## config.mk

```make
export PLATFORM = sky130hd
export DESIGN_NAME = psum_drain_1x1
export DESIGN_NICKNAME = d
export VERILOG_FILES = /design/src/rtl/pe_pkg.sv /design/src/rtl/requant_sat.sv /design/src/rtl/psum_drain_1x1.sv
export SDC_FILE = /design/constraint.sdc
export NUM_CORES = 1
export LEC_CHECK = 0
export BUFFER_PORTS_ARGS = -buffer_cell sky130_fd_sc_hd__clkbuf_2
export CAP_MARGIN = 0
export CORE_UTILIZATION = 57
export DETAILED_ROUTE_END_ITERATION = 10
export HOLD_SLACK_MARGIN = 0.1
export PLACE_DENSITY = 0.75
export SLEW_MARGIN = 15
export SYNTH_ARGS = -nofsm -noshare
export SYNTH_HDL_FRONTEND = slang
export SYNTH_SLANG_ARGS = --single-unit
```

## constraint.sdc

```tcl
create_clock -name clk -period 8.2 [get_ports clk]
set_input_delay 0.82 -clock clk [delete_from_list [all_inputs] [get_ports clk]]
set_output_delay 0.82 -clock clk [all_outputs]
set_load 0.01 [all_outputs]
```

## src/rtl/pe_pkg.sv

```systemverilog
// pe_pkg: widths, limits and types shared by the PE array and its drains.
// Ports: none (package).
package pe_pkg;
    localparam int OFM_W   = 8;
    localparam int OFM_MAX = 127;
    localparam int OFM_MIN = -128;
    localparam int PSUM_W  = 16;
    localparam int ACC_W   = 24;

    typedef enum logic {
        IDLE  = 1'b0,
        ACCUM = 1'b1
    } drain_state_e;

    typedef logic signed [OFM_W-1:0] ofm_t;
endpackage

```

## src/rtl/requant_sat.sv

```systemverilog
// requant_sat: combinational requantization of an accumulator value.
// Adds a round-half-up bias, arithmetic right shift, optional ReLU,
// then saturates to a signed OW-bit value.
// Ports:
//   sum   - signed AW-bit accumulator value
//   shift - right-shift amount (0..23 in normal use)
//   relu  - clamp negative results to zero
//   q     - signed OW-bit saturated result
module requant_sat
    import pe_pkg::*;
#(
    parameter int AW = ACC_W,
    parameter int OW = OFM_W
) (
    input  logic signed [AW-1:0] sum,
    input  logic        [4:0]    shift,
    input  logic                 relu,
    output logic signed [OW-1:0] q
);
    // Output limits expressed at the AW+1 working width.
    localparam logic signed [AW:0] Q_MAX = {{(AW-OW+2){1'b0}}, {(OW-1){1'b1}}};
    localparam logic signed [AW:0] Q_MIN = {{(AW-OW+2){1'b1}}, {(OW-1){1'b0}}};

    logic signed [AW:0] rnd;
    logic signed [AW:0] added;
    logic signed [AW:0] r;

    always_comb begin
        rnd = '0;
        if (shift != 5'd0) begin
            rnd = {{AW{1'b0}}, 1'b1} << (shift - 5'd1);
        end
        // One extra bit of headroom: max acc plus max bias cannot overflow.
        added = {sum[AW-1], sum} + rnd;
        r     = added >>> shift;
        if (relu && r[AW]) begin
            r = '0;
        end
        if (r > Q_MAX) begin
            q = Q_MAX[OW-1:0];
        end else if (r < Q_MIN) begin
            q = Q_MIN[OW-1:0];
        end else begin
            q = r[OW-1:0];
        end
    end
endmodule

```

## src/rtl/psum_drain_1x1.sv

```systemverilog
// psum_drain_1x1: consumer end of the 1x1 PE partial-sum stream.
// Accumulates signed psums of one group (ended by psum_last), requantizes
// the group sum to OWIDTH bits and queues it in a 2-entry output FIFO.
// Ports:
//   clk, rstn              - clock, asynchronous active-low reset
//   psum_in/valid/last     - partial-sum beat stream from the PE
//   psum_ready             - drain can accept a beat
//   cfg_shift, cfg_relu    - requant settings, sampled on the last beat
//   ofm_out/valid/ready    - requantized result stream (FIFO head)
//   acc_sat                - sticky: accumulator clamped since reset
// Handshake (both streams): a transfer happens on a rising clk edge where
// valid && ready; the source holds data stable while valid && !ready, and
// ready never depends combinationally on the downstream ready.
module psum_drain_1x1
    import pe_pkg::*;
#(
    parameter int DWIDTH = PSUM_W,
    parameter int AWIDTH = ACC_W,
    parameter int OWIDTH = OFM_W
) (
    input  logic                     clk,
    input  logic                     rstn,
    input  logic signed [DWIDTH-1:0] psum_in,
    input  logic                     psum_valid,
    input  logic                     psum_last,
    output logic                     psum_ready,
    input  logic        [4:0]        cfg_shift,
    input  logic                     cfg_relu,
    output logic signed [OWIDTH-1:0] ofm_out,
    output logic                     ofm_valid,
    input  logic                     ofm_ready,
    output logic                     acc_sat
);
    localparam logic signed [AWIDTH:0] ACC_MAX = {2'b00, {(AWIDTH-1){1'b1}}};
    localparam logic signed [AWIDTH:0] ACC_MIN = {2'b11, {(AWIDTH-1){1'b0}}};

    drain_state_e             state, state_next;
    logic signed [AWIDTH-1:0] acc, acc_next;
    logic signed [AWIDTH-1:0] base;
    logic signed [AWIDTH:0]   sum_wide;
    logic signed [AWIDTH-1:0] group_sum;
    logic                     clamp;
    logic                     accept;
    logic                     push;
    logic                     pop;
    logic signed [OWIDTH-1:0] q;

    logic signed [OWIDTH-1:0] mem [2];
    logic                     wr_ptr;
    logic                     rd_ptr;
    logic [1:0]               count;

    // Ready comes from the registered count only, so a pop while full
    // re-opens the input one cycle later.
    assign psum_ready = (count != 2'd2);
    assign accept     = psum_valid && psum_ready;
    assign ofm_valid  = (count != 2'd0);
    assign pop        = ofm_valid && ofm_ready;
    assign ofm_out    = mem[rd_ptr];

    // Saturating add; a new group starts from zero.
    always_comb begin
        base     = (state == ACCUM) ? acc : '0;
        sum_wide = {base[AWIDTH-1], base}
                 + {{(AWIDTH+1-DWIDTH){psum_in[DWIDTH-1]}}, psum_in};
        clamp    = 1'b0;
        if (sum_wide > ACC_MAX) begin
            group_sum = ACC_MAX[AWIDTH-1:0];
            clamp     = 1'b1;
        end else if (sum_wide < ACC_MIN) begin
            group_sum = ACC_MIN[AWIDTH-1:0];
            clamp     = 1'b1;
        end else begin
            group_sum = sum_wide[AWIDTH-1:0];
        end
    end

    // Next-state / datapath control.
    always_comb begin
        state_next = state;
        acc_next   = acc;
        push       = 1'b0;
        if (accept) begin
            if (psum_last) begin
                push       = 1'b1;
                acc_next   = '0;
                state_next = IDLE;
            end else begin
                acc_next   = group_sum;
                state_next = ACCUM;
            end
        end
    end

    requant_sat #(
        .AW (AWIDTH),
        .OW (OWIDTH)
    ) u_requant (
        .sum   (group_sum),
        .shift (cfg_shift),
        .relu  (cfg_relu),
        .q     (q)
    );

    always_ff @(posedge clk or negedge rstn) begin
        if (!rstn) begin
            state   <= IDLE;
            acc     <= '0;
            acc_sat <= 1'b0;
        end else begin
            state <= state_next;
            acc   <= acc_next;
            if (accept && clamp) begin
                acc_sat <= 1'b1;
            end
        end
    end

    // Output FIFO. A push can never hit a full FIFO because accept
    // already requires count < 2.
    always_ff @(posedge clk or negedge rstn) begin
        if (!rstn) begin
            mem[0] <= '0;
            mem[1] <= '0;
            wr_ptr <= 1'b0;
            rd_ptr <= 1'b0;
            count  <= 2'd0;
        end else begin
            if (push) begin
                mem[wr_ptr] <= q;
                wr_ptr      <= ~wr_ptr;
            end
            if (pop) begin
                rd_ptr <= ~rd_ptr;
            end
            case ({push, pop})
                2'b10:   count <= count + 2'd1;
                2'b01:   count <= count - 2'd1;
                default: count <= count;
            endcase
        end
    end
endmodule

```

==> impl_metrics.ini, run 1 <==
[die]
fp.dieArea_mm2 = 0.0137
fp.dieH_um = 117
fp.dieW_um = 117
pin_count = 38
core_mm2 = 0.0127
initial_core_util_pct = 59.1
rows = 41

[grt]
grt_use_total_pct = 35.1
antenna_found_initial = 0
grt_pass1_vias = 7255
overflow = 0
grt_max_degree = 47
grt_pass1_wl_mm = 37.4

[finish]
drive_gt1_share_pct = 13.2
nFillCells = 1179
area_growth_pct = 6.42
antenna_cells = 0
post-route-cell-area_mm2 = 0.00800
postLayoutCoreUtil_pct = 62.9
nets = 1103

[setup_path]
cp_max_fo = 18
crit_path_start = state
slowest_stage = mux2_2
cpPeakStageDelay_ps = 470
startpoint_type = flop
arrival_ps = 7990
r2r_start = state
end_kind = flop
path_class = flop to flop
worstPathRequired_ps = 8360

[synth]
synth_edf_count = 0
synth-seq-area-share_pct = 15.3
ys_ff_latch = 46
synth-main-ff-cell = dfrtp_1
syn_inst = 1016
ys_async_sr_fraction_pct = 100
synth.net_count = 1094
synth_warnings = 0
synth_area_mm2 = 0.00752
avgSynthCellArea_um2 = 7.40
synth.distinct_cells = 91

[routing]
antenna_left = 0
post_drt_wl_per_cell_um = 20.0
num_vias = 8203
first_pass_iters = 5
drt_first_iter_violations = 1021
via_per_inst = 6.85
wirelength_mm = 24.0
drc = 0

[cts]
cts_root_buffer = clkbuf_16
cts_tree = yes
cts_buffers = 5
cts_hold_buf = 0
clkSlewWorstSetupHoldPaths_ps = 70
insertion_delay_ps = 290
clkSinkCount = 46
h-tree-depth = 2
cts_buffer_depth = 2

[sta]
whs_ps = 458
fin_setup_tns_ps = 0
drv_slew = 0
fmax_mhz = 128
period_share_pct = 95.4
worstMarginPinSlew_ps = 897
skew_ps = 5.46
min_period_ps = 7830
slew_headroom_pct = 40.0
finalSetupViolCount = 0
hold_viol_final = 0

[power_and_ir_drop]
power_density_mw_per_mm2 = 431
pwr-share-seq_pct = 11.3
total_power_w = 0.00345
p_int_w = 0.00153
power.leakage_nw = 3.58
switchingPower_w = 0.00191
power.share.clock_pct = 6.0
ir_worst_vdd_mv = 0.236
switching_share_pct = 55.5
p_comb_share_pct = 82.7

[hold_path]
min_from = acc_sat
hold_class = flop to flop

[placed_design]
port_buffers = 37
globalplace.congestion = 1.02
dp_hpwl_mm = 18.2
dpl_cell_area_mm2 = 0.00780

[status]
status = complete, no violations

[run]
drv_cap = 0
-- final cells by class --
| cell class | instances | area [µm²] | area share (%) |
|---|---|---|---|
| clock inverters | 3 | 23.8 | 0.297 |
| flip-flops and latches | 46 | 1150 | 14.4 |
| clock buffers | 5 | 125 | 1.56 |
| inverters | 29 | 109 | 1.36 |
| repair buffers | 60 | 370 | 4.63 |
| multi-input cells | 883 | 6010 | 75.1 |
| well taps | 172 | 215 | 2.69 |
-- layout by cell type (no fill, tap or decap), types with 6 or more instances in the layout --
| master | instances |
|---|---|
| ha_1 | 49 |
| clkbuf_2 | 37 |
| a211oi_1 | 11 |
| and2_1 | 40 |
| xor2_1 | 15 |
| and3_1 | 10 |
| dfrtp_1 | 46 |
| o221ai_1 | 10 |
| or3_1 | 6 |
| mux4_2 | 7 |
| mux2_2 | 22 |
| o21a_1 | 10 |
| nor2_1 | 139 |
| nand2_1 | 90 |
| o211ai_1 | 16 |
| nor3_1 | 22 |
| nand4_1 | 15 |
| o21ai_0 | 62 |
| or2_2 | 6 |
| mux2i_1 | 22 |
| xnor2_1 | 24 |
| a21oi_1 | 77 |
| a211o_1 | 9 |
| inv_1 | 29 |
| a31oi_1 | 14 |
| buf_4 | 22 |
| a311oi_1 | 9 |
| nand2b_1 | 13 |
| nand3_1 | 26 |
| o31ai_1 | 6 |
| o21bai_1 | 8 |
| a21o_1 | 26 |
-- Yosys cell counts, types with 10 or more instances --
| cell | instances | area, µm² |
|---|---|---|
| a211oi_1 | 12 | 90.1 |
| a21o_1 | 26 | 195 |
| a21oi_1 | 77 | 385 |
| a31oi_1 | 14 | 87.6 |
| and2_1 | 40 | 250 |
| and3_1 | 10 | 62.6 |
| buf_2 | 13 | 65.1 |
| clkbuf_1 | 31 | 116 |
| dfrtp_1 | 46 | 1150 |
| ha_1 | 49 | 613 |
| inv_1 | 29 | 109 |
| mux2_2 | 22 | 248 |
| mux2i_1 | 22 | 220 |
| nand2_1 | 90 | 338 |
| nand2b_1 | 13 | 81.3 |
| nand3_1 | 26 | 130 |
| nand4_1 | 15 | 93.8 |
| nor2_1 | 139 | 522 |
| nor3_1 | 22 | 110 |
| o211ai_1 | 16 | 120 |
| o21a_1 | 10 | 75.1 |
| o21ai_0 | 64 | 320 |
| o221ai_1 | 10 | 87.6 |
| xnor2_1 | 24 | 210 |
| xor2_1 | 15 | 131 |
-- registers in the layout, indices dropped and copies added (netlist names) --
| register | count |
|---|---|
| count | 2 |
| mem | 16 |
| state | 1 |
| wr_ptr | 1 |
| acc | 24 |
| acc_sat | 1 |
| rd_ptr | 1 |
-- repair_timing --
item / in CTS / in global routing
gates resized for setup: 0 / 6
setup endpoints to repair: 0 / 14
buffers inserted: 0 / 3
-- through the flow --
step | setup slack (ps) | cells
floorplan | 818 | 1016
global placement | 293 | 1187
detailed placement | 152 | 1187
CTS | 249 | 1195
global route | -3.66 | 1198
finish | 373 | 1198
-- worst paths after layout --
path / endpoint / depth (start not counted) / slack (ps)
max: mem[3] / 29 / 370
min: acc_sat / 1 / 460
max reg2reg: mem[3] / 29 / 370
min reg2reg: acc_sat / 1 / 460
max in group asynchronous: acc[22] / 2 / 7180
min in group asynchronous: acc[8] / 2 / 620
-- cell families (layout without fill, tap and decap cells) --
group | Yosys count | in the layout | share of synthesized area [%]
flops | 46 | 46 | 15.3
simple gates | 395 | 395 | 25.2
mux | 51 | 51 | 8.32
compound gates | 347 | 347 | 33.0
xor+xnor | 39 | 39 | 4.54
buf+inv | 87 | 97 | 5.01
fa+ha+maj | 51 | 51 | 8.68
-- metal layers --
metal | track usage (%) | vias up | share of wire (%)
li1 | - | 3825 | -
met1 | 46.3 | 3825 | 42
met2 | 58.2 | 459 | 46
met3 | 3.24 | 94 | 7.6
met4 | 16.1 | 0 | 4.7
met5 | 0 | - | 0
-- worst max-delay path: cells and delay by family (launching register included) --
family / cells / cell delay, ps
AOI/OAI and AO/OA: 17 / 4170
adders and majority gates: 2 / 700
buffers and inverters: 3 / 550
DFF: 1 / 460
muxes: 1 / 470
and+or+nand+nor: 6 / 1320
-- power by group through the flow --
stage          Combinational [W]  Sequential, W  Clock (W)
2_1_floorplan            0.00208       0.000367          0
3_3_place_gp             0.00271       0.000388          0
3_5_place_dp             0.00272       0.000393          0
4_1_cts                  0.00274       0.000389   0.000208
5_1_grt                  0.00308       0.000402   0.000217
6_report                 0.00285       0.000390   0.000206
(Power assumes the default switching activity.)
==> inputs of run 2 (changes only) <==
--- a/config.mk
+++ b/config.mk
@@ -8,6 +8,7 @@
 export BUFFER_PORTS_ARGS = -buffer_cell sky130_fd_sc_hd__clkbuf_2
 export CAP_MARGIN = 0
 export CORE_UTILIZATION = 57
+export CTS_BUF_LIST = sky130_fd_sc_hd__clkbuf_2 sky130_fd_sc_hd__clkbuf_4 sky130_fd_sc_hd__clkbuf_8
 export DETAILED_ROUTE_END_ITERATION = 10
 export HOLD_SLACK_MARGIN = 0.1
 export PLACE_DENSITY = 0.75
==> impl_metrics.ini, run 2 (same netlist as run 1, synthesis figures left out) <==
[die]
pin_count = 38
initial_core_util_pct = 59.1
fp.dieW_um = 117
core_mm2 = 0.0127
rows = 41
fp.dieH_um = 117
fp.dieArea_mm2 = 0.0137

[sta]
hold_viol_final = 0
period_share_pct = 95.6
drv_slew = 0
slew_headroom_pct = 39.3
whs_ps = 467
fmax_mhz = 128
min_period_ps = 7840
fin_setup_tns_ps = 0
finalSetupViolCount = 0
skew_ps = 8.20
rsz0062_at_grt = no
worstMarginPinSlew_ps = 909

[power_and_ir_drop]
ir_worst_vdd_mv = 0.234
power.leakage_nw = 3.55
power_density_mw_per_mm2 = 426

[cts]
cts_buffers = 5
h-tree-depth = 2
cts_root_buffer = clkbuf_8
clkSinkCount = 46
cts_buffer_depth = 2
insertion_delay_ps = 320
cts_hold_buf = 0
clkSlewWorstSetupHoldPaths_ps = 100
cts_tree = yes

[finish]
nFillCells = 1193
largest_register_ffs = 24
drive_gt1_share_pct = 13.1
top_register = acc
antenna_cells = 0
layout_commonest_cell = nor2_1
area_growth_pct = 5.57
nets = 1102
top_regs = acc x24, mem x16, count x2
most-common-layout-cells = nor2_1, nand2_1, a21oi_1

[run]
drv_cap = 0

[grt]
grt_use_total_pct = 35.0
grt_max_degree = 47
grt_pass1_vias = 7204
overflow = 0
grt_pass1_wl_mm = 37.2
antenna_found_initial = 0

[setup_path]
slowest_stage = mux2_2
cp_num_cells = 29
critPathTopFamily = compound AO/OA/AOI/OAI gates
path_buf_inv = 3
reg2regPathDepth = 29
cp_max_fo = 18
worstPathRequired_ps = 8410
end_kind = flop
path_class = flop to flop
startpoint_type = flop
cpPeakStageDelay_ps = 480
arrival_ps = 8040

[placed_design]
dp_hpwl_mm = 18.2
port_buffers = 37
globalplace.congestion = 1.02

[hold_path]
hold_class = flop to flop
hold_depth = 1

[routing]
drt_first_iter_violations = 1008
first_pass_iters = 6
wirelength_mm = 23.8
num_vias = 8111
post_drt_wl_per_cell_um = 19.9
via_per_inst = 6.78
drc = 0
antenna_left = 0

[status]
status = complete, no violations
-- run 2: routing by layer --
metal | track usage [%] | up-vias | routed length (µm)
met4 | 15.9 | 0 | 997
met2 | 57.6 | 442 | 10900
met3 | 3.50 | 76 | 1910
met5 | 0 | - | 0
li1 | - | 3817 | -
met1 | 46.5 | 3776 | 10100
-- run 2: worst paths after layout --
path / from / to / slack, ps
min: acc_sat / acc_sat / 470
max in group asynchronous: rstn / mem[6] / 7210
max: state / mem[2] / 360
max reg2reg: state / mem[2] / 360
min reg2reg: acc_sat / acc_sat / 470
min in group asynchronous: rstn / acc[8] / 590
-- run 2: worst register-to-register path: cells and delay by family, from the launching register on --
| kind | cells | cell delay [ps] |
|---|---|---|
| AO/OA/AOI/OAI | 17 | 4150 |
| adder cells (fa/ha/maj) | 2 | 700 |
| buffers and inverters | 3 | 540 |
| flip-flops | 1 | 470 |
| multiplexers | 1 | 480 |
| AND/OR/NAND/NOR | 6 | 1360 |
-- run 2: what timing repair did --
action                     CTS  global route
buffers inserted             0             2
resized for setup            0             5
setup endpoints to repair    0            14
-- run 2: report_power, final --
group          switching [W]  leakage, nW  total [W]  internal (W)
clock network      0.0000875       0.0408   0.000149     0.0000610
logic                0.00175         2.96    0.00284       0.00109
registers          0.0000624        0.554   0.000388      0.000326
-- run 2: cell type report --
cell class | count | area [µm²] | area share (%)
clock buffer | 5 | 68.8 | 0.867
clock inverter | 3 | 23.8 | 0.299
inverter | 29 | 109 | 1.37
multi-input combinational | 883 | 6010 | 75.7
sequential | 46 | 1150 | 14.5
tap | 172 | 215 | 2.71
timing repair buffer | 59 | 363 | 4.57
-- run 2: metrics by stage --
stage               util (%)  area, µm²  power (W)  setup WS (ps)  cells
floorplan                  -       7520    0.00244            818   1016
global placement        61.3       7800    0.00309            293   1187
detailed placement      61.3       7800    0.00311            152   1187
CTS                     62.1       7900    0.00327            317   1195
global route            62.4       7940    0.00364           18.9   1197
finish                  62.4       7940    0.00338            363   1197
